### config.mk
export PLATFORM = sky130hd
export DESIGN_NAME = tone_dead_time_driver
export DESIGN_NICKNAME = d
export VERILOG_FILES = /design/src/rtl/tone_dead_time_driver.sv
export SDC_FILE = /design/constraint.sdc
export NUM_CORES = 1
export LEC_CHECK = 0
export BUFFER_PORTS_ARGS = -buffer_cell sky130_fd_sc_hd__buf_2
export CORE_ASPECT_RATIO = 0.8
export CORE_MARGIN = 4
export CORE_UTILIZATION = 35
export CTS_BUF_LIST = sky130_fd_sc_hd__clkbuf_4 sky130_fd_sc_hd__clkbuf_8
export DETAILED_ROUTE_END_ITERATION = 6
export GPL_TIMING_DRIVEN = 0
export PLACE_DENSITY = 0.5
export SETUP_SLACK_MARGIN = 0.3
export SKIP_CTS_REPAIR_TIMING = 1
export SLEW_MARGIN = 20
export SYNTH_ARGS = -nofsm -noshare
export SYNTH_HDL_FRONTEND = slang
export SYNTH_SLANG_ARGS = --single-unit
### constraint.sdc
create_clock -name clk -period 8.3 [get_ports clk]
set_input_delay 1.66 -clock clk [delete_from_list [all_inputs] [get_ports clk]]
set_output_delay 1.66 -clock clk [all_outputs]
set_load 0.005 [all_outputs]
### src/rtl/tone_dead_time_driver.sv
// tone_dead_time_driver: complementary high/low gate drive from a tone, with dead time, minimum on-time and fault latch
module tone_dead_time_driver #(
    parameter int DT_WIDTH  = 16,
    parameter int CNT_WIDTH = 16
) (
    input  logic                 clk,
    input  logic                 rst,
    input  logic                 enable_i,
    input  logic                 tone_in_i,
    input  logic [DT_WIDTH-1:0]  dead_time_i,
    input  logic [DT_WIDTH-1:0]  min_on_i,
    input  logic                 fault_in_i,
    input  logic                 fault_clear_i,
    output logic                 drv_hi_o,
    output logic                 drv_lo_o,
    output logic                 fault_latched_o,
    output logic [CNT_WIDTH-1:0] hi_pulse_count_o,
    output logic [7:0]           status_o
);
    typedef enum logic [2:0] {OFF = 3'd0, DEAD = 3'd1, LO_ON = 3'd2, HI_ON = 3'd3, FAULT = 3'd4} state_t;

    state_t               state_q, state_d;
    logic                 tone_q;
    logic [1:0]           fault_sync_q;
    logic [DT_WIDTH-1:0]  dead_len_q, dead_cnt_q, on_cnt_q;
    logic [CNT_WIDTH-1:0] cnt_q;
    logic                 drv_hi_q, drv_lo_q, fault_latched_q;
    logic [DT_WIDTH-1:0]  dead_eff, min_eff;
    logic                 fault_s, on_done;

    assign fault_s  = fault_sync_q[1];
    assign dead_eff = (dead_time_i == '0) ? DT_WIDTH'(1) : dead_time_i;
    assign min_eff  = (min_on_i == '0) ? DT_WIDTH'(1) : min_on_i;
    // one extra bit so the saturated counter plus one cannot wrap below min_on
    assign on_done  = ({1'b0, on_cnt_q} + (DT_WIDTH + 1)'(1)) >= {1'b0, min_eff};

    // next-state decode: fault beats enable, enable beats the normal switching sequence
    always_comb begin
        state_d = state_q;
        if (fault_s)
            state_d = FAULT;
        else if (state_q == FAULT)
            state_d = fault_clear_i ? OFF : FAULT;
        else if (!enable_i)
            state_d = OFF;
        else begin
            case (state_q)
                OFF:     state_d = DEAD;
                DEAD:    if (dead_cnt_q == dead_len_q - DT_WIDTH'(1)) state_d = tone_q ? HI_ON : LO_ON;
                LO_ON:   if (tone_q && on_done) state_d = DEAD;
                HI_ON:   if (!tone_q && on_done) state_d = DEAD;
                default: state_d = FAULT;
            endcase
        end
    end

    // state, registered drive outputs, input capture and the dead/on/pulse counters
    always_ff @(posedge clk or posedge rst) begin
        if (rst) begin
            state_q         <= OFF;
            tone_q          <= 1'b0;
            fault_sync_q    <= 2'b00;
            dead_len_q      <= '0;
            dead_cnt_q      <= '0;
            on_cnt_q        <= '0;
            cnt_q           <= '0;
            drv_hi_q        <= 1'b0;
            drv_lo_q        <= 1'b0;
            fault_latched_q <= 1'b0;
        end else begin
            tone_q          <= tone_in_i;
            fault_sync_q    <= {fault_sync_q[0], fault_in_i};
            state_q         <= state_d;
            drv_hi_q        <= state_d == HI_ON;
            drv_lo_q        <= state_d == LO_ON;
            fault_latched_q <= state_d == FAULT;
            if (state_d == DEAD && state_q != DEAD) begin
                dead_len_q <= dead_eff;
                dead_cnt_q <= '0;
            end else if (state_q == DEAD)
                dead_cnt_q <= dead_cnt_q + DT_WIDTH'(1);
            if (state_d != state_q)
                on_cnt_q <= '0;
            else if (on_cnt_q != '1)
                on_cnt_q <= on_cnt_q + DT_WIDTH'(1);
            if (state_d == OFF && !enable_i)
                cnt_q <= '0;
            else if (state_d == HI_ON && state_q != HI_ON)
                cnt_q <= cnt_q + CNT_WIDTH'(1);
        end
    end

    assign drv_hi_o         = drv_hi_q;
    assign drv_lo_o         = drv_lo_q;
    assign fault_latched_o  = fault_latched_q;
    assign hi_pulse_count_o = cnt_q;
    assign status_o         = {3'b000, tone_q, fault_latched_q, state_q};
endmodule

# ---- Word level (Yosys, flattened, before mapping)
# Index checks and enable logic that the tools add are counted.
dict set report classes {
  addsub 5
  multipliers 0
  div_mod_pow 0
  n_lt_le_gt_ge 1
  eq_ne 13
  n_shift 0
  mux 17
  bitwise_logic 0
  n_reduce_logical 14
}
# op count
set op_table {}
lappend op_table {{$mux W16} 8}
lappend op_table {{$add A16 B1 Y16 const B} 3}
lappend op_table {{$logic_not A16 Y1} 2}
lappend op_table {{$mux W3} 7}
lappend op_table {{$add A16 B1 Y17 const B} 1}
lappend op_table {{$ge A17 B16 Y1} 1}
lappend op_table {{$eq A16 B16 Y1} 1}
lappend op_table {{$ne A16 B16 Y1 const B} 1}
lappend op_table {{$sub A16 B1 Y16 const B} 1}
lappend op_table {{$eq A3 B2 Y1 const B} 4}
lappend op_table {{$pmux W3 S4} 1}
lappend op_table {{$eq A3 B1 Y1 const B} 2}
lappend op_table {{$eq A3 B3 Y1 const B} 2}
lappend op_table {{$logic_not A3 Y1} 2}
lappend op_table {{$reduce_bool A2 Y1} 3}
lappend op_table {{$logic_and A1 B1 Y1} 5}
lappend op_table {{$ne A3 B1 Y1 const B} 1}
lappend op_table {{$ne A3 B2 Y1 const B} 1}
lappend op_table {{$ne A3 B3 Y1} 1}
lappend op_table {{$logic_not A1 Y1} 2}
lappend op_table {{$mux W1} 1}
dict set report word_totals {
  regBits 73
  latch_bits 0
  mem_bits_rw 0
  rom_bits 0
  output_inout_bits 27
  word_cells 60
  n_memories 0
}

# ---- Longest topological paths before layout
dict set report logic_depth {
  ltp_word 13
  ltp_mapped 16
  mapped_depth_nobuf 16
}

# ---- Worst setup path before layout
# Ideal clock, no wire load.
dict set report synth_timing {
  kind {in2reg}
  from {in min_on_i[8]}
  to {reg dead_len_q[10]}
  t_arrival_ns 4.028
  required_ns 8.175
  setup_slack_ns 4.147
  cell_stages 12
  path_cell_list {nor4_1 a41o_1 ha_1 nand2_1 a21oi_1 nor4_1 o21ai_0 a211oi_1 o32ai_1 nand3_2 buf_2 mux2_2}
}
dict set report synth_between {
  elab_chain_cells 11
}
# element line_no
set synth_lines {}
lappend synth_lines {{start: declaration} 11} ;# input logic [DT_WIDTH-1:0] min_on_i,
lappend synth_lines {{$logic_not A16 Y1} 33} ;# assign min_eff = (min_on_i == '0) ? DT_WIDTH'(1) : min_on_i;
lappend synth_lines {{$mux W16 (*)} 33}
lappend synth_lines {{$ge A17 B16 Y1 (*)} 35} ;# assign on_done = ({1'b0, on_cnt_q} + (DT_WIDTH + 1)'(1)) >= {1'b0, min_eff};
lappend synth_lines {{$logic_and A1 B1 Y1, on equally long branches} {51, 50}}
lappend synth_lines {{$mux W3, on equally long branches} {51, 50}}
lappend synth_lines {{$pmux W3 S4 (*)} 47} ;# case (state_q)
lappend synth_lines {{$mux W3 (*)} 44} ;# else if (!enable_i)
lappend synth_lines {{$mux W3 (*)} 42} ;# else if (state_q == FAULT)
lappend synth_lines {{$mux W3 (*)} 40} ;# if (fault_s)
lappend synth_lines {{$eq A3 B1 Y1 (*)} 77} ;# if (state_d == DEAD && state_q != DEAD) begin
lappend synth_lines {{$logic_and A1 B1 Y1 (*)} 77}
lappend synth_lines {{end signal: assignment} 63} ;# dead_len_q <= '0;
lappend synth_lines {{end signal: assignment} 78} ;# dead_len_q <= dead_eff;
lappend synth_lines {{end: declaration} 25} ;# logic [DT_WIDTH-1:0] dead_len_q, dead_cnt_q, on_cnt_q;
# Mark *: on every way between the ends. The rest lies on a longest branch, timed or not.
# A chain may end at the register's enable or synchronous reset.

# ---- Worst setup path after layout
dict set report layout_timing {
  from {in min_on_i[8]}
  to {reg on_cnt_q[5]}
}
dict set report layout_between {
  elab_chain_cells 11
}
# element line_no
set layout_lines {}
lappend layout_lines {{$logic_not A16 Y1} 33}
lappend layout_lines {{$mux W16 (*)} 33}
lappend layout_lines {{$ge A17 B16 Y1 (*)} 35}
lappend layout_lines {{$logic_and A1 B1 Y1, on equally long branches} {51, 50}}
lappend layout_lines {{$mux W3, on equally long branches} {51, 50}}
lappend layout_lines {{$pmux W3 S4 (*)} 47}
lappend layout_lines {{$mux W3 (*)} 44}
lappend layout_lines {{$mux W3 (*)} 42}
lappend layout_lines {{$mux W3 (*)} 40}
lappend layout_lines {{$ne A3 B3 Y1 (*)} 82} ;# if (state_d != state_q)
lappend layout_lines {{$mux W16 / $reduce_bool A2 Y1 (equally long branches)} --}
lappend layout_lines {{end signal: assignment} 85} ;# on_cnt_q <= on_cnt_q + DT_WIDTH'(1);
lappend layout_lines {{end: declaration} 25}
# Marked as above.

==> results.txt <==
Outcome: completed
Worst setup SP type: input pin
Initial antenna violation count: 0
IO Port Bufs: 61
Post-synth cell types: 70
Required @ worst endpoint: 8.59 ns
Post-synth top area share: 39.07%
Final setup vio count: 0
Min-Delay Path Class: reg -> reg
Via count: 3,986
Hpwl dp: 8.936 mm
Min Tclk post-route: 4.826 ns
Mean Syn Cell Area: 9.277 µm²
CTS H-tree depth: 3
CTS root buf: clkbuf_8
Fmax: 207.2 MHz
Power density cells: 169.9 nW/µm²
Post-DRT Antenna Nets: 0
Total overflow reported by the global router: 0
Crit Path Max Fanout: 10
Crit. End Element: flip-flop
WL/cell: 15.38 µm
CTS Buffer Depth: 2
Max-Cap Viols: 0
Critical path arrival: 5.12 ns
Die X: 137.2 µm
Vias per std cell: 5.259
Final wirelength: 11.66 mm
Area of the multi-input gates: 2649 µm²
Chip height: 111.4 µm
# IOs: 65
Seq/Total Area, Yosys: 39.07%
Measured slew at the worst slew-check pin: 0.9739 ns
Final nets: 637
Clock transition at path regs: 0.08 ns
Post-route DRC: 0
Core ar.: 12,960 µm²
Largest net degree at the start of global routing: 49
Post-synth EDFFs: 0
Final hold viol count: 0
Reg area: 1827 µm²
Final RePlAce weighted congestion: 0.8037
Initial core utilization: 36.07%
Gr usage total: 15.80%
Cell Area, Synth: 4676 µm²
Clk_lat worst skew: 0.37 ns
Sum Neg Setup Slack: 0 ns
Top post-synthesis cells by area: dfrtp_1, xnor2_1, ha_1
Fillers: 1,297
Drt initial violations: 177
Top FF cell, synth: dfrtp_1
Clock Skews: 0.01039 ns
Synth Instances: 504
CTS tree: yes
Area growth syn-to-layout: 16.67%
Site Rows: 37
Slew HR: 34.54%
WS Path Type: in -> reg
Leakage: 2.503 nW
Worst hold slack: 0.3528 ns
Largest area contributor in the netlist: dfrtp_1
Layout cells sized above 1: 21.78%
Synth warn: 0
Worst vdd ir: 0.0001072 V
Async S/R FF share, synth: 100.0%
Flip-flop and latch count after synthesis: 73
Vias in the first global route: 3,803
RSZ-0062 raised after global routing: no
Die area: 15,280 µm²
First-pass DRT Iterations: 4
Ant. Diodes: 0
Slew Limit Fails: 0
Period utilization: 58.14%
Sink Count: 73
First-pass GRT wire length: 19.32 mm
CTS Buf Count: 9
## worst paths after layout
kind | start | endpoint | slack, ns | cells after the start
worst max-delay path | min_on_i[8] | on_cnt_q[5] | 3.47 | 14
worst min-delay path | fault_sync_q[0] | fault_sync_q[1] | 0.35 | 0
worst max register to register | on_cnt_q[0] | on_cnt_q[5] | 3.69 | 16
worst min register to register | fault_sync_q[0] | fault_sync_q[1] | 0.35 | 0
max in group asynchronous | rst | hi_pulse_count_o[9] | 6.49 | 3
min in group asynchronous | rst | on_cnt_q[3] | 1.26 | 2
## sequential cells by signal (all words and copies together) (netlist names)
name              count
dead_cnt_q           16
drv_hi_o              1
state_q               3
dead_len_q           16
fault_latched_o       1
tone_q                1
on_cnt_q             16
hi_pulse_count_o     16
drv_lo_o              1
fault_sync_q          2
## stage by stage
stage	area [µm²]	util, %	cells	setup WS (ns)	power, mW
2_1_floorplan	4683	-	506	4.147	0.5607
3_3_place_gp	5207	40.17	742	3.120	0.6132
3_5_place_dp	5238	40.41	743	3.099	0.6193
4_1_cts	5455	42.08	758	3.481	0.9422
5_1_grt	5455	42.08	758	3.215	0.9786
6_report	5455	42.08	758	3.474	0.9269
## final cells by class
type	count	share of cell area (%)
flip-flops and latches	73	33.49
multi-input cells	389	48.56
clock buffers	10	2.523
clock inverters	5	1.468
inverters	26	1.835
plain buffers	18	2.018
repair buffers	62	6.101
well taps	175	4.014
## worst max-delay path: stages
cell	delay, ns
buf_2	0.11
nor4_1	0.45
a41o_1	0.25
ha_1	0.22
nand2_1	0.06
a21oi_1	0.08
nor4_1	0.22
o21ai_0	0.13
a211oi_1	0.54
o21ai_0	0.29
a221oi_1	0.39
nand3_1	0.29
buf_2	0.29
nor2_1	0.13
## report_power, final
part / internal, mW / switching [mW]
logic: 0.0877 / 0.0957
registers: 0.383 / 0.0451
clock network: 0.175 / 0.140
total: 0.646 / 0.281
## cell families (layout without fill, tap and decap cells)
group | count (synthesis) | count (layout) | share of synthesized area (%)
simple gates | 214 | 214 | 25.42
compound gates | 87 | 87 | 12.20
flops | 73 | 73 | 39.07
buf+inv | 44 | 121 | 4.442
xor+xnor | 38 | 38 | 7.118
mux | 27 | 27 | 6.315
fa+ha+maj | 20 | 20 | 5.352
other cells | 1 | 3 | 0.08020
## routing by layer
layer  routed length [µm]  up-vias  part of all wire [%]  GRT usage [%]
met5                    0        -                     0              0
met4                  121        0                   1.0          4.189
met3                  432        9                   3.7          3.794
met2                 5177       64                    44          23.42
met1                 5926     1924                    51          23.09
li1                     -     1989                     -              -
## placed cells by master, fill, tap and decap left out, drive strengths merged, types with 11 or more instances in the layout
| cell type | n |
|---|---|
| a21oi | 15 |
| and3 | 16 |
| buf | 71 |
| clkbuf | 17 |
| dfrtp | 73 |
| ha | 20 |
| inv | 25 |
| mux2 | 20 |
| nand2 | 22 |
| nand3 | 36 |
| nand4 | 13 |
| nor2 | 59 |
| nor3 | 11 |
| nor4 | 15 |
| o21ai | 32 |
| xnor2 | 29 |
## cell usage after synthesis, types with 3 or more instances
master	n
clkbuf_1	6
nor2b_1	5
nor3_1	10
nor2_1	59
buf_4	5
nand2b_1	5
o31ai_1	4
nand2_1	22
xnor2_1	29
nor3b_1	4
a31oi_1	5
or3_1	4
ha_1	20
a21oi_1	15
or4_1	6
dfrtp_1	73
buf_2	3
a211oi_1	3
a21o_1	3
o21ai_0	32
xor2_1	9
mux2i_1	7
and2_1	3
nand4_1	13
o211ai_1	4
and3_1	16
mux2_2	20
inv_1	25
nand3_1	35
nor4_1	12
(Power assumes the default switching activity.)
